$ cat config.mk
export PLATFORM = sky130hd
export DESIGN_NAME = ld_ixy_from_mem_seq
export DESIGN_NICKNAME = d
export VERILOG_FILES = /design/src/rtl/ld_ixy_from_mem_seq_pkg.sv /design/src/rtl/ld_ixy_wait_timer.sv /design/src/rtl/ld_ixy_from_mem_seq.sv
export SDC_FILE = /design/constraint.sdc
export NUM_CORES = 1
export LEC_CHECK = 0
export CORE_UTILIZATION = 25
export CTS_BUF_LIST = sky130_fd_sc_hd__clkbuf_16
export CTS_CLUSTER_DIAMETER = 120
export DETAILED_ROUTE_END_ITERATION = 16
export SLEW_MARGIN = 25
export SYNTH_ARGS = -nofsm -noshare
export SYNTH_HDL_FRONTEND = slang
export SYNTH_SLANG_ARGS = --single-unit
export TNS_END_PERCENT = 20
$ cat constraint.sdc
create_clock -name CLK -period 2.35 [get_ports CLK]
set_clock_uncertainty 0.1 [all_clocks]
set_input_delay 0.3525 -clock CLK [delete_from_list [all_inputs] [get_ports CLK]]
set_output_delay 0.3525 -clock CLK [all_outputs]
set_load 0.01 [all_outputs]
$ cat src/rtl/ld_ixy_from_mem_seq_pkg.sv
// Shared types and constants for the LD IX/IY,(nn) load sequencer and its decoder.
package ld_ixy_from_mem_seq_pkg;

  typedef enum logic [2:0] {
    ST_IDLE  = 3'd0,
    ST_RD_NL = 3'd1,
    ST_RD_NH = 3'd2,
    ST_RD_DL = 3'd3,
    ST_RD_DH = 3'd4,
    ST_WB    = 3'd5
  } seq_state_t;

  localparam logic IXY_SEL_IX = 1'b0;
  localparam logic IXY_SEL_IY = 1'b1;

  // Opcode bytes the decoder matches before pulsing start.
  localparam logic [7:0] OPC_PREFIX_IX  = 8'hDD;
  localparam logic [7:0] OPC_PREFIX_IY  = 8'hFD;
  localparam logic [7:0] OPC_LD_IXY_MEM = 8'h2A;

endpackage

$ cat src/rtl/ld_ixy_wait_timer.sv
// Per-access wait counter; expired pulses on the TIMEOUT_CYC-th consecutive wait cycle.
module ld_ixy_wait_timer #(
  parameter int unsigned TIMEOUT_CYC = 255
) (
  input  logic clk,
  input  logic rst_n,
  input  logic clear,
  input  logic count,
  output logic expired
);

  localparam int unsigned CNT_W = (TIMEOUT_CYC < 2) ? 1 : $clog2(TIMEOUT_CYC + 1);
  localparam logic [CNT_W-1:0] LAST_WAIT = CNT_W'((TIMEOUT_CYC == 0) ? 0 : TIMEOUT_CYC - 1);

  logic [CNT_W-1:0] cnt_q, cnt_d;

  // Saturate so a disabled timeout never wraps into a false compare.
  always_comb begin
    cnt_d = cnt_q;
    if (clear) begin
      cnt_d = '0;
    end else if (count && (cnt_q != {CNT_W{1'b1}})) begin
      cnt_d = cnt_q + 1'b1;
    end
  end

  assign expired = (TIMEOUT_CYC != 0) && count && !clear && (cnt_q == LAST_WAIT);

  always_ff @(posedge clk or negedge rst_n) begin
    if (!rst_n) begin
      cnt_q <= '0;
    end else begin
      cnt_q <= cnt_d;
    end
  end

endmodule

$ cat src/rtl/ld_ixy_from_mem_seq.sv
// LD IX,(nn) / LD IY,(nn): fetch nn at PC, read (nn) and (nn+1), write IX or IY.
// Handshake: mem_req/mem_addr hold steady until an edge with mem_ack=1; ack with mem_req=0 is ignored.
module ld_ixy_from_mem_seq
  import ld_ixy_from_mem_seq_pkg::*;
#(
  parameter int unsigned ADDR_W      = 16,
  parameter int unsigned DATA_W      = 8,
  parameter int unsigned TIMEOUT_CYC = 255
) (
  input  logic                CLK,
  input  logic                notRESET,
  input  logic                start,
  input  logic                iy_sel,
  input  logic [ADDR_W-1:0]   pc_in,
  output logic                mem_req,
  output logic [ADDR_W-1:0]   mem_addr,
  input  logic [DATA_W-1:0]   mem_rdata,
  input  logic                mem_ack,
  output logic                pc_inc,
  output logic                ixy_we,
  output logic                ixy_sel,
  output logic [2*DATA_W-1:0] ixy_wdata,
  output logic                busy,
  output logic                done,
  output logic                err,
  output seq_state_t          dbg_state
);

  seq_state_t        state_q, state_d;
  logic              sel_q, sel_d;
  logic [ADDR_W-1:0] nn_q, nn_d;
  logic [DATA_W-1:0] lo_q, lo_d;
  logic [DATA_W-1:0] hi_q, hi_d;
  logic              we_q, we_d;
  logic              busy_q, busy_d;
  logic              err_q, err_d;
  logic              wait_cyc;
  logic              tmo_expired;

  assign wait_cyc = mem_req && !mem_ack;

  ld_ixy_wait_timer #(
    .TIMEOUT_CYC(TIMEOUT_CYC)
  ) u_wait_timer (
    .clk    (CLK),
    .rst_n  (notRESET),
    .clear  (!wait_cyc),
    .count  (wait_cyc),
    .expired(tmo_expired)
  );

  always_comb begin
    state_d  = state_q;
    sel_d    = sel_q;
    nn_d     = nn_q;
    lo_d     = lo_q;
    hi_d     = hi_q;
    we_d     = 1'b0;
    err_d    = 1'b0;
    mem_req  = 1'b0;
    mem_addr = '0;
    pc_inc   = 1'b0;
    unique case (state_q)
      ST_IDLE: begin
        if (start) begin
          sel_d   = iy_sel;
          state_d = ST_RD_NL;
        end
      end
      ST_RD_NL: begin
        mem_req  = 1'b1;
        mem_addr = pc_in;
        if (mem_ack) begin
          nn_d[DATA_W-1:0] = mem_rdata;
          pc_inc           = 1'b1;
          state_d          = ST_RD_NH;
        end
      end
      ST_RD_NH: begin
        mem_req  = 1'b1;
        mem_addr = pc_in;
        if (mem_ack) begin
          nn_d[ADDR_W-1:DATA_W] = mem_rdata;
          pc_inc                = 1'b1;
          state_d               = ST_RD_DL;
        end
      end
      ST_RD_DL: begin
        mem_req  = 1'b1;
        mem_addr = nn_q;
        if (mem_ack) begin
          lo_d    = mem_rdata;
          state_d = ST_RD_DH;
        end
      end
      ST_RD_DH: begin
        mem_req  = 1'b1;
        mem_addr = nn_q + 1'b1;
        if (mem_ack) begin
          hi_d    = mem_rdata;
          we_d    = 1'b1;
          state_d = ST_WB;
        end
      end
      ST_WB: begin
        state_d = ST_IDLE;
      end
      default: begin
        state_d = ST_IDLE;
      end
    endcase
    // Only fires on a cycle without ack, so a late ack always wins.
    if (tmo_expired) begin
      state_d = ST_IDLE;
      err_d   = 1'b1;
    end
    busy_d = (state_d != ST_IDLE);
  end

  always_ff @(posedge CLK or negedge notRESET) begin
    if (!notRESET) begin
      state_q <= ST_IDLE;
      sel_q   <= 1'b0;
      nn_q    <= '0;
      lo_q    <= '0;
      hi_q    <= '0;
      we_q    <= 1'b0;
      busy_q  <= 1'b0;
      err_q   <= 1'b0;
    end else begin
      state_q <= state_d;
      sel_q   <= sel_d;
      nn_q    <= nn_d;
      lo_q    <= lo_d;
      hi_q    <= hi_d;
      we_q    <= we_d;
      busy_q  <= busy_d;
      err_q   <= err_d;
    end
  end

  assign ixy_we    = we_q;
  assign done      = we_q;
  assign ixy_sel   = sel_q;
  assign ixy_wdata = {hi_q, lo_q};
  assign busy      = busy_q;
  assign err       = err_q;
  assign dbg_state = state_q;

endmodule

# ---- Word level (Yosys, flattened, before mapping)
# Index checks and enable logic that the tools add are counted.
dict set report word_totals {
  reg_bits 47
  inputBits 29
  output_inout_bits 42
  wordCells 47
}
dict set report classes {
  addsub 2
  eq_ne 7
  mux 15
  reduce_logical 13
}
# cell count
set ops {}
lappend ops {{$pmux W16 S3} 1}
lappend ops {{$mux W3} 6}
lappend ops {{$add A16 B1 Y16 const B} 1}
lappend ops {{$mux W8} 2}
lappend ops {{$pmux W3 S5} 1}
lappend ops {{$reduce_and A2 Y1} 5}
lappend ops {{$add A8 B1 Y8 const B} 1}
lappend ops {{$eq A8 B8 Y1 const B} 1}
lappend ops {{$ne A8 B8 Y1 const B} 1}
lappend ops {{$eq A3 B2 Y1 const B} 2}
lappend ops {{$mux W1} 5}
lappend ops {{$reduce_or A4 Y1} 1}
lappend ops {{$eq A3 B1 Y1 const B} 1}
lappend ops {{$eq A3 B3 Y1 const B} 1}
lappend ops {{$logic_and A1 B1 Y1} 3}
lappend ops {{$logic_not A3 Y1} 1}
lappend ops {{$reduce_bool A3 Y1} 1}
lappend ops {{$ne A2 B2 Y1 const B} 1}
lappend ops {{$reduce_or A2 Y1} 1}
lappend ops {{$logic_not A1 Y1} 1}

# ---- Depth between registers and ports, before layout
dict set report depth {
  word_depth 7
  mapped_depth 6
  ltp_nobuf 5
}

# ---- By module
# Synthesis repeated with hierarchy kept, for this count alone.
dict set report hier_totals {
  cells_unflattened 248
  hier_area_um2 2631.3
}
# module n_inst cells_each area_per_inst_um2
set modules_own_cells {}
lappend modules_own_cells {ld_ixy_from_mem_seq 1 195 2140.8}
lappend modules_own_cells {ld_ixy_wait_timer 1 53 490.5}

# ---- Least setup slack after synthesis
# Ideal clock, no wire load.
dict set report synth_path {
  path_kind {register to output}
  startpoint {register state_q[1] (netlist: dbg_state[1])}
  endpoint {output mem_addr[13]}
  t_arrival_ns 1.488
  required_time_ns 1.898
  setup_slack_ns 0.409
  stages_incl_launch_ff 6
  path_buffers 3
  cell_sequence {dfrtp_1 buf_4 or3b_1 buf_6 buf_2 o22ai_1}
}
dict set report synth_between {
  elab_chain_cells 3
}
# item line_no
set synth_lines {}
lappend synth_lines {{start, declared} ld_ixy_from_mem_seq.sv:29} ;# seq_state_t state_q, state_d;
lappend synth_lines {{start signal, assigned} ld_ixy_from_mem_seq.sv:131} ;# state_q <= state_d;
lappend synth_lines {{$eq A3 B2 Y1 or $eq A3 B1 Y1 (tied branches)} ld_ixy_from_mem_seq.sv:63} ;# unique case (state_q)
lappend synth_lines {{$reduce_or A2 Y1 (no line)} n/a}
lappend synth_lines {{$pmux W16 S3 (*)} ld_ixy_from_mem_seq.sv:63}
lappend synth_lines {{end, declared} ld_ixy_from_mem_seq.sv:16} ;# output logic [ADDR_W-1:0] mem_addr,
# Every way passes the cells marked *; elsewhere a longest branch is shown, timed or not.

# ---- Worst setup path after layout
dict set report layout_path {
  startpoint {register nn_q[0]}
  endpoint {output mem_addr[12]}
}
dict set report layout_between {
  elab_chain_cells 2
}
# item line_no
set layout_lines {}
lappend layout_lines {{start, declared} ld_ixy_from_mem_seq.sv:31} ;# logic [ADDR_W-1:0] nn_q, nn_d;
lappend layout_lines {{start signal, assigned} ld_ixy_from_mem_seq.sv:133} ;# nn_q <= nn_d;
lappend layout_lines {{$add A16 B1 Y16} ld_ixy_from_mem_seq.sv:98} ;# mem_addr = nn_q + 1'b1;
lappend layout_lines {{$pmux W16 S3} ld_ixy_from_mem_seq.sv:63}
# Every way passes these cells.

==> flow_summary.toml <==
[setup_path]
crit_path_max_incr_delay_ns = 0.36
reg2reg_depth = 6
worstPathCellList = "ha_2 -> nand4_1 -> buf_4 -> nor4_4 -> xnor2_1 -> o22ai_1 -> buf_2"
setup.worst_path.start = "nn_q[0]$_DFFE_PN0P_"
setup.worst_path.start_class = "register"
cp.buffers_inverters = 2
path_delay_family = "buffers and inverters"
reg2reg_to = "lo_q[1]$_DFFE_PN0P_"
worst-r2r-setup-slack_ns = 0.50
worst_ep_arrival_time_ns = 1.82
crit_fanout = 4
crit_slowest_cell = "dfrtp_1"
cp-end-kind = "output pin"
crit_required_ns = 1.90
setup.worst_path.end = "mem_addr[12]"
critical_path_depth = 7
r2r-start = "dbg_state[1]$_DFF_PN0_"
worst_path_class_setup = "register to output pin"

[synthesis]
synth_top_flop_cell = "dfrtp_1"
synthArstFlopShare_pct = 100
synthesis.nets = 281
count_of_yosys_warnings_during_synthesis = 0
yosysUniqueCellTypes = 41
count_of_flip_flops_with_a_built_in_enable_after_synthesis = 0
synth-seq-cells = 47
synthDominantCellAreaShare_pct = 43.9
synthesis.area_um2 = 2680
seq_area_frac_synth_pct = 43.9
synthTopCellsByCount = "dfrtp_1, mux2_2, nor2_1, o22ai_1, a22oi_1"
synthTopCellsByArea = "dfrtp_1, mux2_2, mux2_4"
synthMostInstantiatedCell = "dfrtp_1"
synthesis.area_per_instance_um2 = 10.7
synthesized_instance_count = 249
synth_top_area_cell = "dfrtp_1"

[detailed_routing]
detail_route.wl_per_cell_um = 16.3
detail_route.first_pass.iterations = 4
drc = 0
via_count = 2371
drt_iter0_markers = 86
route.antenna.remaining_nets = 0
routed_wl_um = 7870
avgViaCountPerCell = 4.90

[placed_design]
dp_slack_ns = 0.00501
numPortBuffers = 70
place.gp.congestion = 0.804
detailedPlacementHpwl_um = 5740

[sta]
maxClockFrequency_mhz = 439
hold_ws_ns = 0.410
final-max-slew-violation-count = 0
tightest_slew_ns = 0.563
period_needed_ns = 2.28
finalSetupViolations = 0
final.setup.worst_slack_ns = 0.0745
fin_crit_sh_pct = 96.8
setup_repair_after_global_routing_missed_its_margin = "yes"
finalHoldViolations = 0
normalized_max_slew_margin_pct = 62.5

[cells_and_area]
synthToLayoutAreaGrowth_pct = 46.7
antenna_diodes = 0
fraction_of_layout_instances_using_a_drive_strength_above_1_pct = 29.9
fill_cells = 1038
count_of_nets_after_finishing = 380

[clock_tree]
insertion_delay_ns = 0.28
clk_root_buffer_cell = "clkbuf_16"
max-clock-path-buffers = 2
tritoncts = "done"
cts_htree_levels = 2
total_clock_buffers_created_by_cts = 5
cts_sinks = 47
clk_transition_reported_paths_ns = 0.06

[grt]
antenna_violations_before_repair = 0
maximum_number_of_pins_on_one_net_before_global_route_repair = 27
grt_pass1_wl_um = 12700
grt_pass1_vias = 2481
gr-usage-all-layers_pct = 14.7
globalRoute.totalOverflow = 0

[die]
core_area_um2 = 10400
dieArea_um2 = 11100
design.portCount = 71
die_y_um = 105
floorplan.initialDensity_pct = 25.8
num_rows = 37
die_w_um = 105

[pwr]
power_density_nw_per_um2 = 1310
vdd_drop_max_v = 0.000588
cellLeakagePower_nw = 1.66

[run_status]
outcome = "finished, final reports clean"

[flow_run]
cap_violations = 0

[min_path]
min-delay-path-class = "register to register"
## report_power, final
group          switching [mW]  internal [mW]  total, mW
Combinational            1.44           1.61       3.06
Clock                   0.295          0.383      0.678
Sequential              0.261           1.15       1.41
Total                    2.00           3.14       5.14
## routing by layer
layer	routed length [um]	GRT usage, %
met3	259	2.41
met5	0	0
met4	147	4.12
met1	3640	19.2
met2	3820	24.8
## sequential cells by signal, summed over array words and instances, names as in the netlist
signal and flops:
busy 1, done 1, hi_q 8, lo_q 8, dbg_state 3, ixy_sel 1, nn_q 16, err 1
u_wait_timer.cnt_q 8
## timing repair
item	CTS	global route
hold buffers	1	0
pin swaps	3	9
buffers inserted	3	2
endpoints found under the hold margin	21	0
resized for setup	32	23
endpoints found under the setup margin	18	11
## layout by cell type, fill, tap and decap left out, types with 8 or more instances in the layout
master	netlist	layout
mux2_2	27	27
nand2_1	12	12
mux2_4	8	8
clkdlybuf4s50_1	0	51
buf_4	2	33
nor2_1	18	17
dfrtp_1	47	47
xnor2_1	12	12
o22ai_1	14	14
a22oi_1	13	12
dlygate4sd2_1	0	8
## how the worst min path moves through the flow
stage                        startpoint             endpoint  slack (ns)  depth (start not counted)
global route        hi_q[4]$_DFFE_PN0P_  hi_q[4]$_DFFE_PN0P_        0.43                          1
CTS                 hi_q[3]$_DFFE_PN0P_  hi_q[3]$_DFFE_PN0P_        0.41                          1
global placement               notRESET       done$_DFF_PN0_        0.27                          1
detailed placement             notRESET       done$_DFF_PN0_        0.27                          1
finish              ixy_sel$_DFFE_PN0P_  ixy_sel$_DFFE_PN0P_        0.41                          1
floorplan                      notRESET       busy$_DFF_PN0_       -0.04                          0
## per-stage QoR
stage / std cells / setup TNS [ns] / utilization, % / area [um2] / total power [mW]
global route: 484 / -0.0331 / 37.9 / 3930 / 5.49
global placement: 471 / 0 / 35.7 / 3700 / 4.48
detailed placement: 471 / 0 / 35.7 / 3700 / 4.53
finish: 484 / 0 / 37.9 / 3930 / 5.14
CTS: 482 / -0.0639 / 37.6 / 3900 / 5.12
floorplan: 249 / 0 / - / 2680 / 3.01
## kinds of logic (layout without fill, tap and decap cells)
| group | Yosys count | after routing | synth area share [%] |
|---|---|---|---|
| and+or+nand+nor | 76 | 76 | 15.8 |
| DFF | 47 | 47 | 43.9 |
| AOI/OAI and AO/OA | 44 | 44 | 11.2 |
| muxes | 38 | 38 | 17.0 |
| buffers and inverters | 23 | 122 | 4.77 |
| xor gates and xnor gates | 18 | 18 | 5.89 |
| adders and majority gates | 3 | 3 | 1.40 |
## layout make-up
class                           instances  area (um2)  share of cell area [%]
Tap cell                              136         170                    4.33
Sequential cell                        47        1180                    30.0
Clock inverter                          2        8.76                   0.223
Multi-Input combinational cell        179        1450                    36.9
Timing Repair Buffer                  109         973                    24.8
Inverter                                6        22.5                   0.574
Clock buffer                            5         125                    3.19
(Power assumes the default switching activity.)
==> edit: new RTL, same settings <==
`TIMEOUT_CYC` is set to 255 in 2 places; all go to 510.
--- a/src/rtl/ld_ixy_wait_timer.sv
+++ b/src/rtl/ld_ixy_wait_timer.sv
@@ -1,6 +1,6 @@
 // Per-access wait counter; expired pulses on the TIMEOUT_CYC-th consecutive wait cycle.
 module ld_ixy_wait_timer #(
-  parameter int unsigned TIMEOUT_CYC = 255
+  parameter int unsigned TIMEOUT_CYC = 510
 ) (
   input  logic clk,
   input  logic rst_n,
--- a/src/rtl/ld_ixy_from_mem_seq.sv
+++ b/src/rtl/ld_ixy_from_mem_seq.sv
@@ -5,7 +5,7 @@
 #(
   parameter int unsigned ADDR_W      = 16,
   parameter int unsigned DATA_W      = 8,
-  parameter int unsigned TIMEOUT_CYC = 255
+  parameter int unsigned TIMEOUT_CYC = 510
 ) (
   input  logic                CLK,
   input  logic                notRESET,
Check against the original RTL: no difference found for any inputs over 10 cycles, from zero or initial values and one cycle with notRESET low; that may be too few to reach the edited logic, so the function may still have changed.
==> edit against the unedited design <==
  * Register-to-register slack worse by 120 ps
  * Worst setup slack got worse by 66 ps
  * Final cell count did not move
  * Sequential cell count up 1
  * Sequential power grew 4%
  * Power is 0.98% higher
  * Final area increased by 0.76%
  * Wire length shrank 9.9%
  * Area after synthesis up 0.14%
  * Maximum frequency shrank 2.8%
  * First-iteration DRC count is 5.8% lower
  * Critical path type unchanged
  * Critical endpoint is now mem_addr[10]
  * Largest power group unchanged
==> edit: results (changes against the unedited design) <==
* Max FO, Critical Path at 6 (+2)
* Placed cell areas at 3700 um^2 (about the same)
* Met2 wire len at 3.35 mm (-12%)
* ClkCell Share at 4.33% (+0.92 points)
* Slew HR at 62.4% (about the same)
* Non-clk bufs at 107 (-1.8%)
* Switch share at 37.2% (-1.7 points)
* Fin util at 38.2% (+0.29 points)
* Drt total wl at 7.10 mm (-9.9%)
* Area contributors post-synth: dfrtp_1 45%, mux2_2 14%, xnor2_1 5.2%
* Comb power frac at 55.7% (-3.7 points)
* Drt initial violations at 81 (-5.8%)
* Met3 Resource Use GR at 2.16% (-0.25 points)
* Wl on met1 at 3.39 mm (-7.0%)
* Fillers at 1047 (+0.87%)
* Routing usage on met2 at 21.0% (-3.8 points)
* Share of layout cells above drive strength 1 at 28.2% (-1.7 points)
* Sequential Power Share at 28.3% (+0.9 points)
* Syn_nets at 282 (+0.36%)
* DP HPWL at 5.36 mm (-6.7%)
* Synth cell count leaders: 48 x dfrtp_1, 33 x mux2_2, 20 x nor2_1
* GRT Util Overall at 13.0% (-1.7 points)
* VDD IR-drop max at 0.466 mV (-21%)
* Met3 wire len at 305 um (+18%)
* Post-placement cell count at 469 (-0.42%)
* Crit path arrival time at 1890 ps (+70 ps)
* Run status: finished clean
* Fraction of area in multi-input gates at 35.6% (-1.3 points)
* Routed len/inst at 14.7 um (-9.9%)
* Placer Congestion at 0.780 (-2.9%)
* Post-Place Worst Slack at -79.9 ps (-84.9 ps)
* Data buffer area share at 24.7% (-0.062 points)
* Post-CTS Setup Repair Bufs at 2 (-1)
* First-pass GRT wire length at 11.5 mm (-8.9%)
* Post-synthesis area per instance at 10.8 um^2 (+0.14%)
* Seq pwr at 1470 uW (+4%)
## edit: worst paths after layout
check | startpoint | to | slack, ps | cells after the start
min in group asynchronous | notRESET | u_wait_timer.cnt_q[0] | 490 | 2
max | nn_q[1] | mem_addr[10] | 8 | 8
min reg2reg | lo_q[5] | lo_q[5] | 400 | 1
min | lo_q[5] | lo_q[5] | 400 | 1
max reg2reg | u_wait_timer.cnt_q[0] | u_wait_timer.cnt_q[7] | 380 | 8
max in group asynchronous | notRESET | nn_q[6] | 1040 | 3
## edit: kinds of logic after synthesis
| family | after synthesis | synth area share (%) |
|---|---|---|
| xor gates and xnor gates | 23 | 7.80 |
| DFF | 48 | 44.8 |
| buffers and inverters | 22 | 3.97 |
| muxes | 38 | 15.7 |
| AOI/OAI and AO/OA | 41 | 10.1 |
| adders and majority gates | 4 | 1.87 |
| and+or+nand+nor | 73 | 15.7 |
